<file path="config.mk">
export PLATFORM = sky130hd
export DESIGN_NAME = poly_square_gen
export DESIGN_NICKNAME = d
export VERILOG_FILES = /design/src/rtl/poly_tone_pkg.sv /design/src/rtl/tone_channel.sv /design/src/rtl/poly_square_gen.sv
export SDC_FILE = /design/constraint.sdc
export NUM_CORES = 1
export LEC_CHECK = 0
export BUFFER_PORTS_ARGS = -buffer_cell sky130_fd_sc_hd__buf_2
export CORE_MARGIN = 3
export CORE_UTILIZATION = 25
export DETAILED_ROUTE_END_ITERATION = 10
export PLACE_DENSITY = 0.46
export SKIP_LAST_GASP = 1
export SLEW_MARGIN = 30
export SYNTH_ARGS = -nofsm -noshare
export SYNTH_HDL_FRONTEND = slang
export SYNTH_SLANG_ARGS = --single-unit
</file>
<file path="constraint.sdc">
create_clock -name clk -period 16.5 [get_ports clk]
set_input_delay 3.3 -clock clk [delete_from_list [all_inputs] [get_ports clk]]
set_output_delay 3.3 -clock clk [all_outputs]
set_load 0.03 [all_outputs]
</file>
<file path="src/rtl/poly_tone_pkg.sv">
// Shared constants and helpers for the polyphonic square-wave generator.
// Periods are full-cycle counts at 100 MHz, indexed by note code (0 = silent).
package poly_tone_pkg;

  localparam logic [1:0] DUTY_50 = 2'd0;
  localparam logic [1:0] DUTY_25 = 2'd1;
  localparam logic [1:0] DUTY_12 = 2'd2;
  localparam logic [1:0] DUTY_75 = 2'd3;

  localparam int unsigned NOTE_PERIOD [8] = '{
    0, 227272, 202470, 382262, 340482, 303398, 286368, 255102
  };

  function automatic int unsigned high_time(input int unsigned p, input logic [1:0] duty);
    int unsigned h;
    h = p >> 1;
    unique case (duty)
      DUTY_50: h = p >> 1;
      DUTY_25: h = p >> 2;
      DUTY_12: h = p >> 3;
      DUTY_75: h = p - (p >> 2);
    endcase
    return h;
  endfunction

endpackage

</file>
<file path="src/rtl/tone_channel.sv">
// One tone channel: latched settings, period counter and registered wave.
// Settings reload only at a wrap or while idle, so periods are never truncated.
module tone_channel
  import poly_tone_pkg::*;
#(
  parameter int unsigned PERIOD_SHIFT = 0,
  parameter int unsigned CNT_W        = 19
) (
  input  logic       clk,
  input  logic       rst_n,
  input  logic       en,
  input  logic [2:0] note,
  input  logic [1:0] octave,
  input  logic [1:0] duty,
  output logic       wave,
  output logic       period_start
);

  logic             en_q;
  logic [2:0]       note_q;
  logic [1:0]       oct_q;
  logic [1:0]       duty_q;
  logic [CNT_W-1:0] cnt_q;
  logic [CNT_W-1:0] per;
  logic [CNT_W-1:0] high;
  logic             active;
  logic             kill;
  logic             wrap;
  logic             reload;
  int unsigned      raw;

  always_comb begin
    raw = (NOTE_PERIOD[note_q] >> PERIOD_SHIFT) >> oct_q;
    if (raw < 2) begin
      per  = CNT_W'(2);
      high = CNT_W'(1);
    end else begin
      per  = CNT_W'(raw);
      high = CNT_W'(high_time(raw, duty_q));
    end
  end

  assign active = en_q && (note_q != 3'd0);
  // Dropping en is the only change honoured mid-period.
  assign kill   = active && !en;
  assign wrap   = active && (cnt_q == per - 1'b1);
  assign reload = !active || wrap;

  always_ff @(posedge clk or negedge rst_n) begin
    if (!rst_n) begin
      en_q         <= 1'b0;
      note_q       <= 3'd0;
      oct_q        <= 2'd0;
      duty_q       <= 2'd0;
      cnt_q        <= '0;
      wave         <= 1'b0;
      period_start <= 1'b0;
    end else if (kill) begin
      en_q         <= 1'b0;
      cnt_q        <= '0;
      wave         <= 1'b0;
      period_start <= 1'b0;
    end else begin
      if (reload) begin
        en_q   <= en;
        note_q <= note;
        oct_q  <= octave;
        duty_q <= duty;
      end
      cnt_q        <= reload ? '0 : cnt_q + 1'b1;
      wave         <= active && (cnt_q < high);
      period_start <= active && (cnt_q == '0);
    end
  end

endmodule

</file>
<file path="src/rtl/poly_square_gen.sv">
// NUM_CH independent square-wave tone channels, a registered popcount mix and
// a first-order sigma-delta modulator driving a 1-bit speaker pin.
module poly_square_gen
  import poly_tone_pkg::*;
#(
  parameter int unsigned NUM_CH       = 4,
  parameter int unsigned PERIOD_SHIFT = 0,
  parameter int unsigned CNT_W        = 19
) (
  input  logic                         clk,
  input  logic                         rst_n,
  input  logic [NUM_CH-1:0]            en,
  input  logic [3*NUM_CH-1:0]          note,
  input  logic [2*NUM_CH-1:0]          octave,
  input  logic [2*NUM_CH-1:0]          duty,
  output logic [NUM_CH-1:0]            wave_out,
  output logic [NUM_CH-1:0]            period_start,
  output logic [$clog2(NUM_CH+1)-1:0]  mix_out,
  output logic                         speak_out
);

  localparam int unsigned MIX_W = $clog2(NUM_CH + 1);

  logic [MIX_W-1:0] pop;
  logic [MIX_W-1:0] acc_q;
  logic [MIX_W:0]   sum;

  for (genvar i = 0; i < NUM_CH; i++) begin : g_ch
    tone_channel #(
      .PERIOD_SHIFT(PERIOD_SHIFT),
      .CNT_W       (CNT_W)
    ) u_ch (
      .clk         (clk),
      .rst_n       (rst_n),
      .en          (en[i]),
      .note        (note[3*i +: 3]),
      .octave      (octave[2*i +: 2]),
      .duty        (duty[2*i +: 2]),
      .wave        (wave_out[i]),
      .period_start(period_start[i])
    );
  end

  always_comb begin
    pop = '0;
    for (int i = 0; i < NUM_CH; i++) begin
      pop = pop + MIX_W'(wave_out[i]);
    end
  end

  // acc stays below NUM_CH, so one extra bit holds acc + mix.
  assign sum = {1'b0, acc_q} + {1'b0, mix_out};

  always_ff @(posedge clk or negedge rst_n) begin
    if (!rst_n) begin
      mix_out   <= '0;
      acc_q     <= '0;
      speak_out <= 1'b0;
    end else begin
      mix_out <= pop;
      if (sum >= (MIX_W+1)'(NUM_CH)) begin
        speak_out <= 1'b1;
        acc_q     <= MIX_W'(sum - (MIX_W+1)'(NUM_CH));
      end else begin
        speak_out <= 1'b0;
        acc_q     <= MIX_W'(sum);
      end
    end
  end

endmodule

</file>
; ---- Word-level counts from Yosys, hierarchy flattened
; Memories as Yosys holds them, arrays and structs flattened.
; Cells that the tools add are included.
[op_classes]
add_sub_neg = 17
order_cmp = 13
eq_ne = 16
shift = 4
mux = 46
bitwise = 8
n_reduce_logical = 52
[op_table]
columns = op, n
row1 = 19-bit two-way mux, 16
row2 = 19-bit case mux with 4 select lines, 4
row3 = 32-bit two-way mux, 8
row4 = "32-bit by 2-bit less-than comparator with 1-bit output, second input constant", 4
row5 = 32-bit by 2-bit right shift with 32-bit output, 4
row6 = "19-bit by 1-bit adder with 19-bit output, second input constant", 4
row7 = 19-bit == test, 4
row8 = 19-bit logical NOT, 4
row9 = 19-bit less-than comparator, 4
row10 = "19-bit by 1-bit subtractor with 19-bit output, second input constant", 4
row11 = 19-bit subtractor, 4
row12 = 1-bit logical AND, 20
row13 = 1-bit two-way mux, 17
row14 = "2-bit == test, second input constant", 8
row15 = "4-bit >= comparator, second input constant", 4
row16 = 3-bit NOT with 4-bit output, 4
row17 = 3-bit nonzero test, 4
row18 = "2-bit by 1-bit == test with 1-bit output, second input constant", 4
row19 = 1-bit logical NOT, 8
row20 = 2-bit logical NOT, 4
row21 = 2-bit AND reduction, 4
row22 = 2-bit nonzero test, 4
row23 = 3-bit by 3-bit adder with 4-bit output, 1
row24 = "4-bit by 3-bit >= comparator with 1-bit output, second input constant", 1
row25 = 7 further kinds, 13
[totals]
regBits = 123
mem_bits_ro = 1024
in_bits = 34
output_inout_bits = 12
elab_cells = 191
memories = 4
[mem_list]
columns = name, words, width, rd, rd_ports_with_merged_regs, write_ports, line
row1 = (no name shown), 8, 32, 1, 0, 0, tone_channel.sv:33  ; raw = (NOTE_PERIOD[note_q] >> PERIOD_SHIFT) >> oct_q;
row2 = (no name shown), 8, 32, 1, 0, 0, tone_channel.sv:33
row3 = (no name shown), 8, 32, 1, 0, 0, tone_channel.sv:33
row4 = (no name shown), 8, 32, 1, 0, 0, tone_channel.sv:33

; ---- Longest topological paths before layout
; Gate-level depths: netlist of the first run.
[logic_depth]
ltp_word = 13
mapped_depth = 30
ltp_nobuf = 29

; ---- Cells and area by module
; From an unflattened synthesis of the first run, not the netlist that was laid out.
[unflattened]
hier_cells = 2661
hier_area_um2 = 21566.9
[modules_own_cells]
columns = mod, instances, cells_per_inst, area_per_inst_um2, seq_area_each_um2
row1 = tone_channel at g_ch[0].u_ch ..., 2, 633, 5217.5, 725.7
row2 = tone_channel at g_ch[1].u_ch, 1, 723, 5671.7, 725.7
row3 = tone_channel at g_ch[3].u_ch, 1, 641, 5094.9, 725.7
row4 = poly_square_gen, 1, 31, 365.4, 175.2

; ---- Worst setup path after synthesis of the first run
; Ideal clock, no wire load.
[synth_path]
path_kind = register to register
from = reg g_ch[0].u_ch.note_q[1]
to = reg g_ch[0].u_ch.wave
setup_time_ns = 0.125
arrival_ns = 5.855
required_ns = 16.375
slack_ns = 10.520
path_stages_with_launch = 30
path_buffers = 2
period_less_slack_ns = 5.980
cell_sequence = dfrtp_1 -> clkbuf_2 -> inv_1 -> ha_1 -> buf_2 -> inv_1 -> mux4_2 -> mux2i_1 -> inv_1 -> fa_1 -> a21o_1 -> a21oi_1 -> o21bai_1 -> a2111oi_1 -> o31a_1 -> a21boi_0 -> nor2_1 -> xnor2_1 -> a21oi_1 -> a211o_1 -> ha_1 -> a21o_1 -> a21o_1 -> a21oi_1 -> nor2b_1 -> o21ai_0 -> nand2b_1 -> a21oi_1 -> nor2b_1 -> a2111oi_0
[synth_between]
elab_chain_cells = 11
elab_cells_between_ends = 15
classes_between = 1 x add/sub / 2 x order compare / 1 x shift / 5 x mux / 1 x bitwise / 4 x reduce/logical / 1 x memory
[synth_lines]
columns = item, line
row1 = "start, declared", tone_channel.sv:20  ; logic [2:0] note_q;
row2 = "start signal, assigned", tone_channel.sv:66  ; note_q <= note;
row3 = 3-bit NOT with 4-bit output (not written as such), tone_channel.sv:33
row4 = memory 8 x 32 bit, n/a
row5 = 32-bit two-way mux (not written as such) (2 in a row), tone_channel.sv:33
row6 = 32-bit by 2-bit right shift with 32-bit output, tone_channel.sv:33
row7 = 19-bit subtractor, poly_tone_pkg.sv:21  ; DUTY_75: h = p - (p >> 2);
row8 = 19-bit case mux with 4 select lines, poly_tone_pkg.sv:17  ; unique case (duty)
row9 = 19-bit two-way mux, tone_channel.sv:34  ; if (raw < 2) begin
row10 = 19-bit less-than comparator, tone_channel.sv:71  ; wave <= active && (cnt_q < high);
row11 = 1-bit logical AND, tone_channel.sv:71
row12 = 1-bit two-way mux (*), tone_channel.sv:58  ; end else if (kill) begin
row13 = "end signal, assigned", tone_channel.sv:71
row14 = "end, declared", tone_channel.sv:15  ; output logic wave,
; Every way passes the cells marked *; elsewhere a longest branch is shown, timed or not. The select of a mux whose other input is x is not followed.
; A chain may end at the register's enable or synchronous reset.

; ---- Final worst setup path of the first run
[layout_path]
from = reg g_ch[0].u_ch.note_q[0]
to = reg g_ch[0].u_ch.wave
; The elaborated chain is that of the path after synthesis.

==> report_table.html, run 1 <==
<table>
<tr><th>Metric</th><th>Value</th></tr>
<tr><th colspan="2">Run status</th></tr>
<tr><td>Status</td><td>completed</td></tr>
<tr><th colspan="2">Route</th></tr>
<tr><td>Met1 wire length</td><td>28590 microns</td></tr>
<tr><td>Drt initial violations</td><td>1288</td></tr>
<tr><td>Overall via count from detail_route</td><td>~18000</td></tr>
<tr><td>Via density</td><td>5.267</td></tr>
<tr><td>DR WL/cell</td><td>17.63 microns</td></tr>
<tr><td>DRT Pass-1 Iters</td><td>6</td></tr>
<tr><td>Uppermost metal layer occupied by signal nets</td><td>met4</td></tr>
<tr><td>Total wirelength of the detailed-routed design</td><td>60630 microns</td></tr>
<tr><td>Post-detailed-route count of antenna-violating nets</td><td>0</td></tr>
<tr><td>Met3 layer wire length in the routed design</td><td>about 2500 microns</td></tr>
<tr><td>DRC viols</td><td>0</td></tr>
<tr><td>Detailed route wirelength on metal2</td><td>~28000 microns</td></tr>
<tr><th colspan="2">Placed design</th></tr>
<tr><td>Placed cell count</td><td>3406</td></tr>
<tr><td>Estimated wirelength of the detail-placed design</td><td>46300 microns</td></tr>
<tr><td>Port-buffer cells</td><td>45</td></tr>
<tr><td>Placer congestion estimate</td><td>roughly 0.86</td></tr>
<tr><th colspan="2">Timing</th></tr>
<tr><td>Setup_tns</td><td>0 ns</td></tr>
<tr><td>Final Max Slew Viols</td><td>0</td></tr>
<tr><td>Worst Hold Margin</td><td>roughly 0.47 ns</td></tr>
<tr><td>Final number of setup-violating endpoints</td><td>0</td></tr>
<tr><td>Pin slew with the least headroom to its limit</td><td>0.9349 ns</td></tr>
<tr><td>Relative slew margins</td><td>between 30% and 40%</td></tr>
<tr><td>Final critical path time including I/O delays and setup</td><td>7.191 ns</td></tr>
<tr><td>Highest Clock Rate</td><td>139.1 MHz</td></tr>
<tr><td>Final hold vios</td><td>0</td></tr>
<tr><td>Portion of the clock cycle consumed by the worst path in the final layout</td><td>43.58%</td></tr>
<tr><td>Setup repair after global routing missed its margin</td><td>false</td></tr>
<tr><td>Skew final</td><td>0.02440 ns</td></tr>
<tr><th colspan="2">Clock network</th></tr>
<tr><td>Clock insertion delay at the later pin of the skew report</td><td>0.48 ns</td></tr>
<tr><td>Total clock sinks</td><td>around 120</td></tr>
<tr><td>Count of hold-fix buffers inserted at cts</td><td>0</td></tr>
<tr><td>Library cell used as clock root buffer</td><td>sky130_fd_sc_hd__clkbuf_16</td></tr>
<tr><td>Post-CTS clock slew at the launch and capture registers of the worst setup and hold paths</td><td>0.06 ns</td></tr>
<tr><td>Clock tree from TritonCTS</td><td>built</td></tr>
<tr><td>Number of buffers added by the clock tree synthesis step</td><td>17</td></tr>
<tr><td>CTS H-tree depth</td><td>4</td></tr>
<tr><td>Post-cts repair resize count</td><td>0</td></tr>
<tr><td>Buffer depth of the longest clock path</td><td>2</td></tr>
<tr><td>Setup Buffers After CTS</td><td>0</td></tr>
<tr><th colspan="2">Floorplan</th></tr>
<tr><td>Die X</td><td>~280 microns</td></tr>
<tr><td>Number of core rows</td><td>101</td></tr>
<tr><td>Die area</td><td>81200 sq um</td></tr>
<tr><td>Initial Util</td><td>25.44%</td></tr>
<tr><td>Top-level I/O count</td><td>46</td></tr>
<tr><td>Die Y</td><td>285.0 microns</td></tr>
<tr><td>Core footprint</td><td>76450 sq um</td></tr>
<tr><th colspan="2">Synth</th></tr>
<tr><td>Count of distinct cell types in the synthesized netlist</td><td>105</td></tr>
<tr><td>Post-synth top flop</td><td>sky130_fd_sc_hd__dfrtp_1</td></tr>
<tr><td>Number of enable flip-flop cells after synthesis</td><td>0</td></tr>
<tr><td>Gate Count Post-Synth</td><td>2467</td></tr>
<tr><td>Share of synthesized registers carrying an async set or reset</td><td>between 90% and 100%</td></tr>
<tr><td>Post-synthesis sequential area ratio</td><td>15.82%</td></tr>
<tr><td>Number of flip-flops and latches in the synthesized netlist</td><td>123</td></tr>
<tr><td>Average size of a mapped cell</td><td>7.886 sq um</td></tr>
<tr><td>Combined area of all synthesized cells</td><td>19450 sq um</td></tr>
<tr><td>Synthesized net count</td><td>around 2700</td></tr>
<tr><td>YS warnings</td><td>0</td></tr>
<tr><th colspan="2">Pwr</th></tr>
<tr><td>Static leakage</td><td>8.896 nW</td></tr>
<tr><td>Power per unit of standard cell area</td><td>123.4 nW/um^2</td></tr>
<tr><td>Post-route total power</td><td>0.002587 W</td></tr>
<tr><td>IR Drop Worst-Case VDD</td><td>around 0.064 mV</td></tr>
<tr><th colspan="2">Cells and area</th></tr>
<tr><td>Final #Nets</td><td>2616</td></tr>
<tr><td>Top library cells by usage in the layout, fill and taps aside</td><td>224 x sky130_fd_sc_hd__nor2_1, 206 x sky130_fd_sc_hd__nand2_1, 181 x sky130_fd_sc_hd__ha_1</td></tr>
<tr><td>Cell Count, Final, Fillers Out</td><td>approximately 3400</td></tr>
<tr><td>Antenna cell count</td><td>0</td></tr>
<tr><td>Total of fill cells in the finished design</td><td>8272</td></tr>
<tr><td>Most common library cell in the layout ignoring fill and taps</td><td>sky130_fd_sc_hd__nor2_1</td></tr>
<tr><td>Ratio of cells with drive above 1 in the final layout</td><td>9.427%</td></tr>
<tr><td>Area growth from synthesis to layout</td><td>7.795%</td></tr>
<tr><th colspan="2">Worst setup path</th></tr>
<tr><td>Worst endpoint data arrival time</td><td>7.52 ns</td></tr>
<tr><td>Library cell appearing most often on the critical path</td><td>sky130_fd_sc_hd__a21oi_1</td></tr>
<tr><td>Data required, critical path</td><td>16.83 ns</td></tr>
<tr><td>Critical Path Source Type</td><td>flop</td></tr>
<tr><td>Crit path largest cell delay</td><td>between 0.7 and 0.8 ns</td></tr>
<tr><td>Worst reg-to-reg setup slack</td><td>between 9 and 10 ns</td></tr>
<tr><td>Biggest fanout along the worst timing path</td><td>20</td></tr>
<tr><td>First element of the critical path</td><td>g_ch[0].u_ch.note_q[0]</td></tr>
<tr><td>Nature of the critical path endpoint</td><td>flop</td></tr>
<tr><td>Crit Reg-Reg Startpoint</td><td>g_ch[0].u_ch.note_q[0]</td></tr>
<tr><td>Crit Path Category</td><td>reg2reg</td></tr>
<tr><td>Worst path slowest cell</td><td>sky130_fd_sc_hd__dfrtp_1</td></tr>
<tr><th colspan="2">Min path</th></tr>
<tr><td>Worst hold path class</td><td>reg2reg</td></tr>
<tr><td>Hold wc startpoint</td><td>acc_q[0]</td></tr>
<tr><th colspan="2">GRT</th></tr>
<tr><td>Via count of the first global-routing pass</td><td>17260</td></tr>
<tr><td>Initial antenna violation count</td><td>0</td></tr>
<tr><td>Global-route wire length before repair</td><td>roughly 98000 microns</td></tr>
<tr><td>Total global-route track usage</td><td>~15%</td></tr>
<tr><td>Global route overflow</td><td>0</td></tr>
<tr><td>Largest net degree at the start of global routing</td><td>between 60 and 70</td></tr>
<tr><th colspan="2">Job</th></tr>
<tr><td>Number of maximum-capacitance constraint violations</td><td>0</td></tr>
</table>
## where the power goes
part | internal, W | switching [W]
combinational | 0.000767 | 0.00108
clock | 0.000229 | 0.000161
sequential | 0.000318 | 0.0000347
total | 0.00131 | 0.00127
## registers in the layout, indices dropped and copies added, names as in the netlist
name,cells
mix_out,3
g_ch.u_ch.oct_q,8
acc_q,3
g_ch.u_ch.en_q,4
speak_out,1
g_ch.u_ch.cnt_q,76
g_ch.u_ch.wave,4
g_ch.u_ch.note_q,12
g_ch.u_ch.period_start,4
g_ch.u_ch.duty_q,8
## final cells by class
type | instances | area (sq um) | share of cell area (%)
clock inverter | 11 | 120.1 | 0.5728
clock buffer | 21 | 460.4 | 2.196
tap | 1030 | 1289 | 6.146
timing repair buffer | 65 | 381.6 | 1.820
sequential | 123 | 3082 | 14.70
multi-input combinational | 2029 | 15040 | 71.72
inverter | 159 | 596.8 | 2.846
## per-layer routing
metal | track usage [%] | vias to the layer above
li1 | - | 8825
met1 | 20.30 | 8804
met2 | 23.94 | 415
met3 | 2.126 | 65
met4 | 3.915 | 0
met5 | 0 | -
## worst max-delay path: cells and delay by family (launching register included)
family                   cells  cell delay (ns)
buffers and inverters        3             0.59
AO/OA/AOI/OAI               14             3.03
adder cells (fa/ha/maj)      3             1.38
XOR/XNOR                     1             0.13
flip-flops                   1             0.73
AND/OR/NAND/NOR              4             0.31
multiplexers                 2             0.88
## synthesized netlist by cell type, drive strengths merged, types with 19 or more instances
| master | number | share of area [%] |
|---|---|---|
| a211o | 23 | 1.0 |
| a211oi | 36 | 1.5 |
| a21o | 51 | 2.0 |
| a21oi | 163 | 4.3 |
| a31oi | 34 | 1.2 |
| and2 | 19 | 0.61 |
| and3 | 42 | 1.4 |
| buf | 73 | 2.3 |
| clkbuf | 83 | 1.6 |
| dfrtp | 123 | 16 |
| ha | 181 | 12 |
| inv | 157 | 3.0 |
| mux2 | 33 | 2.0 |
| mux2i | 36 | 1.9 |
| mux4 | 49 | 5.7 |
| nand2 | 206 | 4.0 |
| nand2b | 50 | 1.6 |
| nand3 | 83 | 2.1 |
| nand4 | 29 | 1.0 |
| nor2 | 224 | 4.3 |
| nor2b | 46 | 1.5 |
| nor3 | 38 | 1.0 |
| nor4 | 19 | 0.72 |
| o211ai | 41 | 1.7 |
| o21a | 27 | 1.0 |
| o21ai | 119 | 3.1 |
| xnor2 | 131 | 5.9 |
| xor2 | 87 | 3.9 |
## final timing paths
| kind | to | cells past startpoint |
|---|---|---|
| worst max-delay path | g_ch[0].u_ch.wave | 27 |
| worst min-delay path | acc_q[0] | 1 |
| worst max register to register | g_ch[0].u_ch.wave | 27 |
| worst min register to register | acc_q[0] | 1 |
| max in group asynchronous | g_ch[3].u_ch.oct_q[0] | 2 |
| min in group asynchronous | g_ch[1].u_ch.oct_q[0] | 1 |
## cell families (layout without fill, tap and decap cells)
family          after synthesis  count (layout)  synth area share, %
compound gates              667             667                24.02
xor+xnor                    219             219                9.931
fa+ha+maj                   187             187                12.26
buf+inv                     315             256                6.940
flops                       123             123                15.82
mux                         118             118                9.590
simple gates                838             838                21.44
## stage by stage
stage	utilization (%)	worst slack, ns	area (sq um)
5_1_grt	27.43	8.644	20970
4_1_cts	27.42	9.280	20960
6_report	27.43	9.309	20970
3_3_place_gp	26.64	9.359	20370
2_1_floorplan	-	10.52	19450
3_5_place_dp	26.66	9.356	20380
Power figures use the tool's default switching activity.
==> run 2: changes to the inputs <==
- clock period: 16.5 -> 7.1 ns (I/O delays scaled with it)
==> report_table.html, run 2 (same netlist as run 1, synthesis figures left out) <==
<table>
<tr><th>Metric</th><th>Value</th></tr>
<tr><th colspan="2">Min path</th></tr>
<tr><td>Number of cells on the worst hold path</td><td>1 (unchanged)</td></tr>
<tr><td>Endpoint, Worst Hold</td><td>g_ch[1].u_ch.cnt_q[0]</td></tr>
<tr><td>Hold wc startpoint</td><td>g_ch[1].u_ch.cnt_q[0]</td></tr>
<tr><td>Worst hold path class</td><td>reg2reg</td></tr>
<tr><th colspan="2">Cells and area</th></tr>
<tr><td>Antenna cell count</td><td>0 (unchanged)</td></tr>
<tr><td>Top library cells by usage in the layout, fill and taps aside</td><td>224 x sky130_fd_sc_hd__nor2_1, 206 x sky130_fd_sc_hd__nand2_1, 181 x sky130_fd_sc_hd__ha_1</td></tr>
<tr><td>Flip-flop count of the largest register, all copies and words added</td><td>76 (unchanged)</td></tr>
<tr><td>Area growth from synthesis to layout</td><td>8.696%</td></tr>
<tr><td>Most common library cell in the layout ignoring fill and taps</td><td>sky130_fd_sc_hd__nor2_1</td></tr>
<tr><td>Ratio of cells with drive above 1 in the final layout</td><td>10.51% (+1.1 points)</td></tr>
<tr><td>Top Registers</td><td>g_ch.u_ch.cnt_q (76), g_ch.u_ch.note_q (12)</td></tr>
<tr><td>Most flops, register</td><td>g_ch.u_ch.cnt_q</td></tr>
<tr><td>Final #Nets</td><td>2644 (+1.1%)</td></tr>
<tr><td>Post-Route Utilization</td><td>27.66% (+0.23 points)</td></tr>
<tr><th colspan="2">Worst setup path</th></tr>
<tr><td>Data required, critical path</td><td>7.42 ns (-9.41 ns)</td></tr>
<tr><td>Crit Reg-Reg Startpoint</td><td>g_ch[0].u_ch.note_q[1]</td></tr>
<tr><td>Critical Path Source Type</td><td>flop</td></tr>
<tr><td>Biggest fanout along the worst timing path</td><td>12 (-40%)</td></tr>
<tr><td>Library cell appearing most often on the critical path</td><td>sky130_fd_sc_hd__a21oi_1</td></tr>
<tr><td>Crit path largest cell delay</td><td>0.59 ns (-0.14 ns)</td></tr>
<tr><td>Worst Reg-to-Reg Cells</td><td>28 (+3.7%)</td></tr>
<tr><td>RR Endpoint</td><td>g_ch[0].u_ch.wave</td></tr>
<tr><td>Worst endpoint data arrival time</td><td>6.89 ns (-0.63 ns)</td></tr>
<tr><td>Nature of the critical path endpoint</td><td>flop</td></tr>
<tr><td>Worst reg-to-reg setup slack</td><td>0.53 ns (-8.78 ns)</td></tr>
<tr><td>Crit Path Category</td><td>reg2reg</td></tr>
<tr><td>Worst path slowest cell</td><td>sky130_fd_sc_hd__a2111oi_1</td></tr>
<tr><th colspan="2">Pwr</th></tr>
<tr><td>Net load switching power</td><td>0.002943 W (+130%)</td></tr>
<tr><td>Power per unit of standard cell area</td><td>282.9 nW/um^2 (+130%)</td></tr>
<tr><td>Combinational power share</td><td>72.4% (+1.1 points)</td></tr>
<tr><td>Clock share of power</td><td>14.0% (-1.1 points)</td></tr>
<tr><td>IR Drop Worst-Case VDD</td><td>0.1295 mV (+100%)</td></tr>
<tr><td>Cell-internal power</td><td>0.003039 W (+130%)</td></tr>
<tr><td>Sequential power share</td><td>13.6% (about the same)</td></tr>
<tr><td>Static leakage</td><td>9.013 nW (+1.3%)</td></tr>
<tr><td>Switching share of total power</td><td>49.20% (about the same)</td></tr>
<tr><th colspan="2">Placed design</th></tr>
<tr><td>Port-buffer cells</td><td>45 (unchanged)</td></tr>
<tr><td>Estimated wirelength of the detail-placed design</td><td>46810 microns (+1.1%)</td></tr>
<tr><td>Placer congestion estimate</td><td>0.8770 (+2.5%)</td></tr>
<tr><th colspan="2">Timing</th></tr>
<tr><td>Final Max Slew Viols</td><td>0 (unchanged)</td></tr>
<tr><td>Setup_tns</td><td>0 ns (unchanged)</td></tr>
<tr><td>Final hold vios</td><td>0 (unchanged)</td></tr>
<tr><td>Relative slew margins</td><td>46.10% (+8.4 points)</td></tr>
<tr><td>Skew final</td><td>0.01973 ns (-0.004668 ns)</td></tr>
<tr><td>Final critical path time including I/O delays and setup</td><td>6.567 ns (-0.6239 ns)</td></tr>
<tr><td>Final number of setup-violating endpoints</td><td>0 (unchanged)</td></tr>
<tr><td>Highest Clock Rate</td><td>152.3 MHz (+9.5%)</td></tr>
<tr><td>Pin slew with the least headroom to its limit</td><td>0.8084 ns (-0.1264 ns)</td></tr>
<tr><td>Portion of the clock cycle consumed by the worst path in the final layout</td><td>92.50% (+49 points)</td></tr>
<tr><td>Setup repair after global routing missed its margin</td><td>false</td></tr>
<tr><th colspan="2">Floorplan</th></tr>
<tr><td>Die area</td><td>81200 sq um (unchanged)</td></tr>
<tr><td>Core footprint</td><td>76450 sq um (unchanged)</td></tr>
<tr><td>Number of core rows</td><td>101 (unchanged)</td></tr>
<tr><td>Die Y</td><td>285.0 microns (unchanged)</td></tr>
<tr><td>Die X</td><td>285.0 microns (unchanged)</td></tr>
<tr><td>Initial Util</td><td>25.44% (unchanged)</td></tr>
<tr><td>Top-level I/O count</td><td>46 (unchanged)</td></tr>
<tr><th colspan="2">Route</th></tr>
<tr><td>DRT Pass-1 Iters</td><td>8 (+2)</td></tr>
<tr><td>Via density</td><td>5.210 (-1.1%)</td></tr>
<tr><td>DR WL/cell</td><td>17.48 microns (-0.89%)</td></tr>
<tr><td>Post-detailed-route count of antenna-violating nets</td><td>0 (unchanged)</td></tr>
<tr><td>Total wirelength of the detailed-routed design</td><td>60560 microns (-0.11%)</td></tr>
<tr><td>Drt initial violations</td><td>1242 (-3.6%)</td></tr>
<tr><td>Overall via count from detail_route</td><td>18050 (-0.32%)</td></tr>
<tr><td>DRC viols</td><td>0 (unchanged)</td></tr>
<tr><th colspan="2">GRT</th></tr>
<tr><td>Total global-route track usage</td><td>14.74% (+0.037 points)</td></tr>
<tr><td>Global-route wire length before repair</td><td>98220 microns (+0.61%)</td></tr>
<tr><td>Global route overflow</td><td>0 (unchanged)</td></tr>
<tr><td>Via count of the first global-routing pass</td><td>17570 (+1.8%)</td></tr>
<tr><td>Initial antenna violation count</td><td>1 (+1)</td></tr>
<tr><td>Largest net degree at the start of global routing</td><td>71 (+4.4%)</td></tr>
<tr><th colspan="2">Clock network</th></tr>
<tr><td>Total clock sinks</td><td>123 (unchanged)</td></tr>
<tr><td>Clock insertion delay at the later pin of the skew report</td><td>0.47 ns (about the same)</td></tr>
<tr><td>Clock tree from TritonCTS</td><td>built</td></tr>
<tr><td>Count of hold-fix buffers inserted at cts</td><td>0 (unchanged)</td></tr>
<tr><td>Number of buffers added by the clock tree synthesis step</td><td>17 (unchanged)</td></tr>
<tr><td>Library cell used as clock root buffer</td><td>sky130_fd_sc_hd__clkbuf_16</td></tr>
<tr><td>Buffer depth of the longest clock path</td><td>2 (unchanged)</td></tr>
<tr><td>CTS H-tree depth</td><td>4 (unchanged)</td></tr>
<tr><td>Post-CTS clock slew at the launch and capture registers of the worst setup and hold paths</td><td>0.06 ns (about the same)</td></tr>
<tr><th colspan="2">Job</th></tr>
<tr><td>Number of maximum-capacitance constraint violations</td><td>0 (unchanged)</td></tr>
<tr><th colspan="2">Run status</th></tr>
<tr><td>Status</td><td>completed</td></tr>
</table>
[run 2: cell types whose count changed in the layout (fill, tap and decap cells not counted), sizes merged]
cell,change
buf,+28
clkbuf,-3
clkinv,+2
bufinv,-1
clkinvlp,+1
[run 2: how the worst max path moves through the flow]
stage	startpoint	to	slack, ns	cells after the start
2_1_floorplan	g_ch[0].u_ch.note_q[1]	g_ch[0].u_ch.wave	1.12	29
3_3_place_gp	g_ch[2].u_ch.note_q[1]	g_ch[2].u_ch.wave	0.65	24
3_5_place_dp	g_ch[2].u_ch.note_q[1]	g_ch[2].u_ch.wave	0.59	24
4_1_cts	g_ch[2].u_ch.note_q[1]	g_ch[2].u_ch.wave	0.54	24
5_1_grt	g_ch[0].u_ch.note_q[1]	g_ch[0].u_ch.wave	0.02	28
6_report	g_ch[0].u_ch.note_q[1]	g_ch[0].u_ch.wave	0.53	28
[run 2: what timing repair did]
action                     4_1_cts  5_1_grt
resized for setup                0        1
setup endpoints to repair        0        1
setup buffers                    0        0
[run 2: metrics by stage]
step | std cells | setup slack (ns) | power [W] | hold slack (ns) | instance area, sq um
global placement | 3434 | 0.6517 | 0.005054 | 0.4538 | 20580
CTS | 3465 | 0.5401 | 0.005995 | 0.5208 | 21140
global route | 3465 | 0.01846 | 0.006548 | 0.5402 | 21150
floorplan | 2467 | 1.120 | 0.004148 | 0.4430 | 19450
finish | 3465 | 0.5328 | 0.005982 | 0.5190 | 21150
detailed placement | 3434 | 0.5905 | 0.005106 | 0.5080 | 20590
[run 2: layout make-up]
class	count	area [sq um]
clock buffer	18	439.2
clock inverter	13	103.9
fill	8222	55310
inverter	159	596.8
multi-input combinational	2029	15040
sequential	123	3080
tap	1030	1289
timing repair buffer	93	591.8
[run 2: metal layers]
layer | vias to the layer above | global-route usage [%] | share of wire [%] | routed length (microns)
met5 | - | 0 | 0 | 0
met1 | 8779 | 20.12 | 48 | 28950
li1 | 8902 | - | - | -
met2 | 316 | 24.44 | 47 | 28550
met4 | 0 | 3.595 | 1.7 | 1002
met3 | 54 | 2.118 | 3.4 | 2064
[run 2: worst max-delay path, delay by kind of cell, from the launching register on]
kind	cells	cell delay, ns
flops	1	0.34
mux	2	0.87
xor+xnor	1	0.13
fa+ha+maj	3	1.09
compound gates	14	3.10
simple gates	4	0.31
buf+inv	4	0.58
[run 2: power by group through the flow]
stage	registers, W	logic (W)	clock network, W
floorplan	0.000788	0.00336	0
global placement	0.000823	0.00423	0
detailed placement	0.000826	0.00428	0
CTS	0.000813	0.00431	0.000873
global route	0.000824	0.00482	0.000902
finish	0.000814	0.00433	0.000836
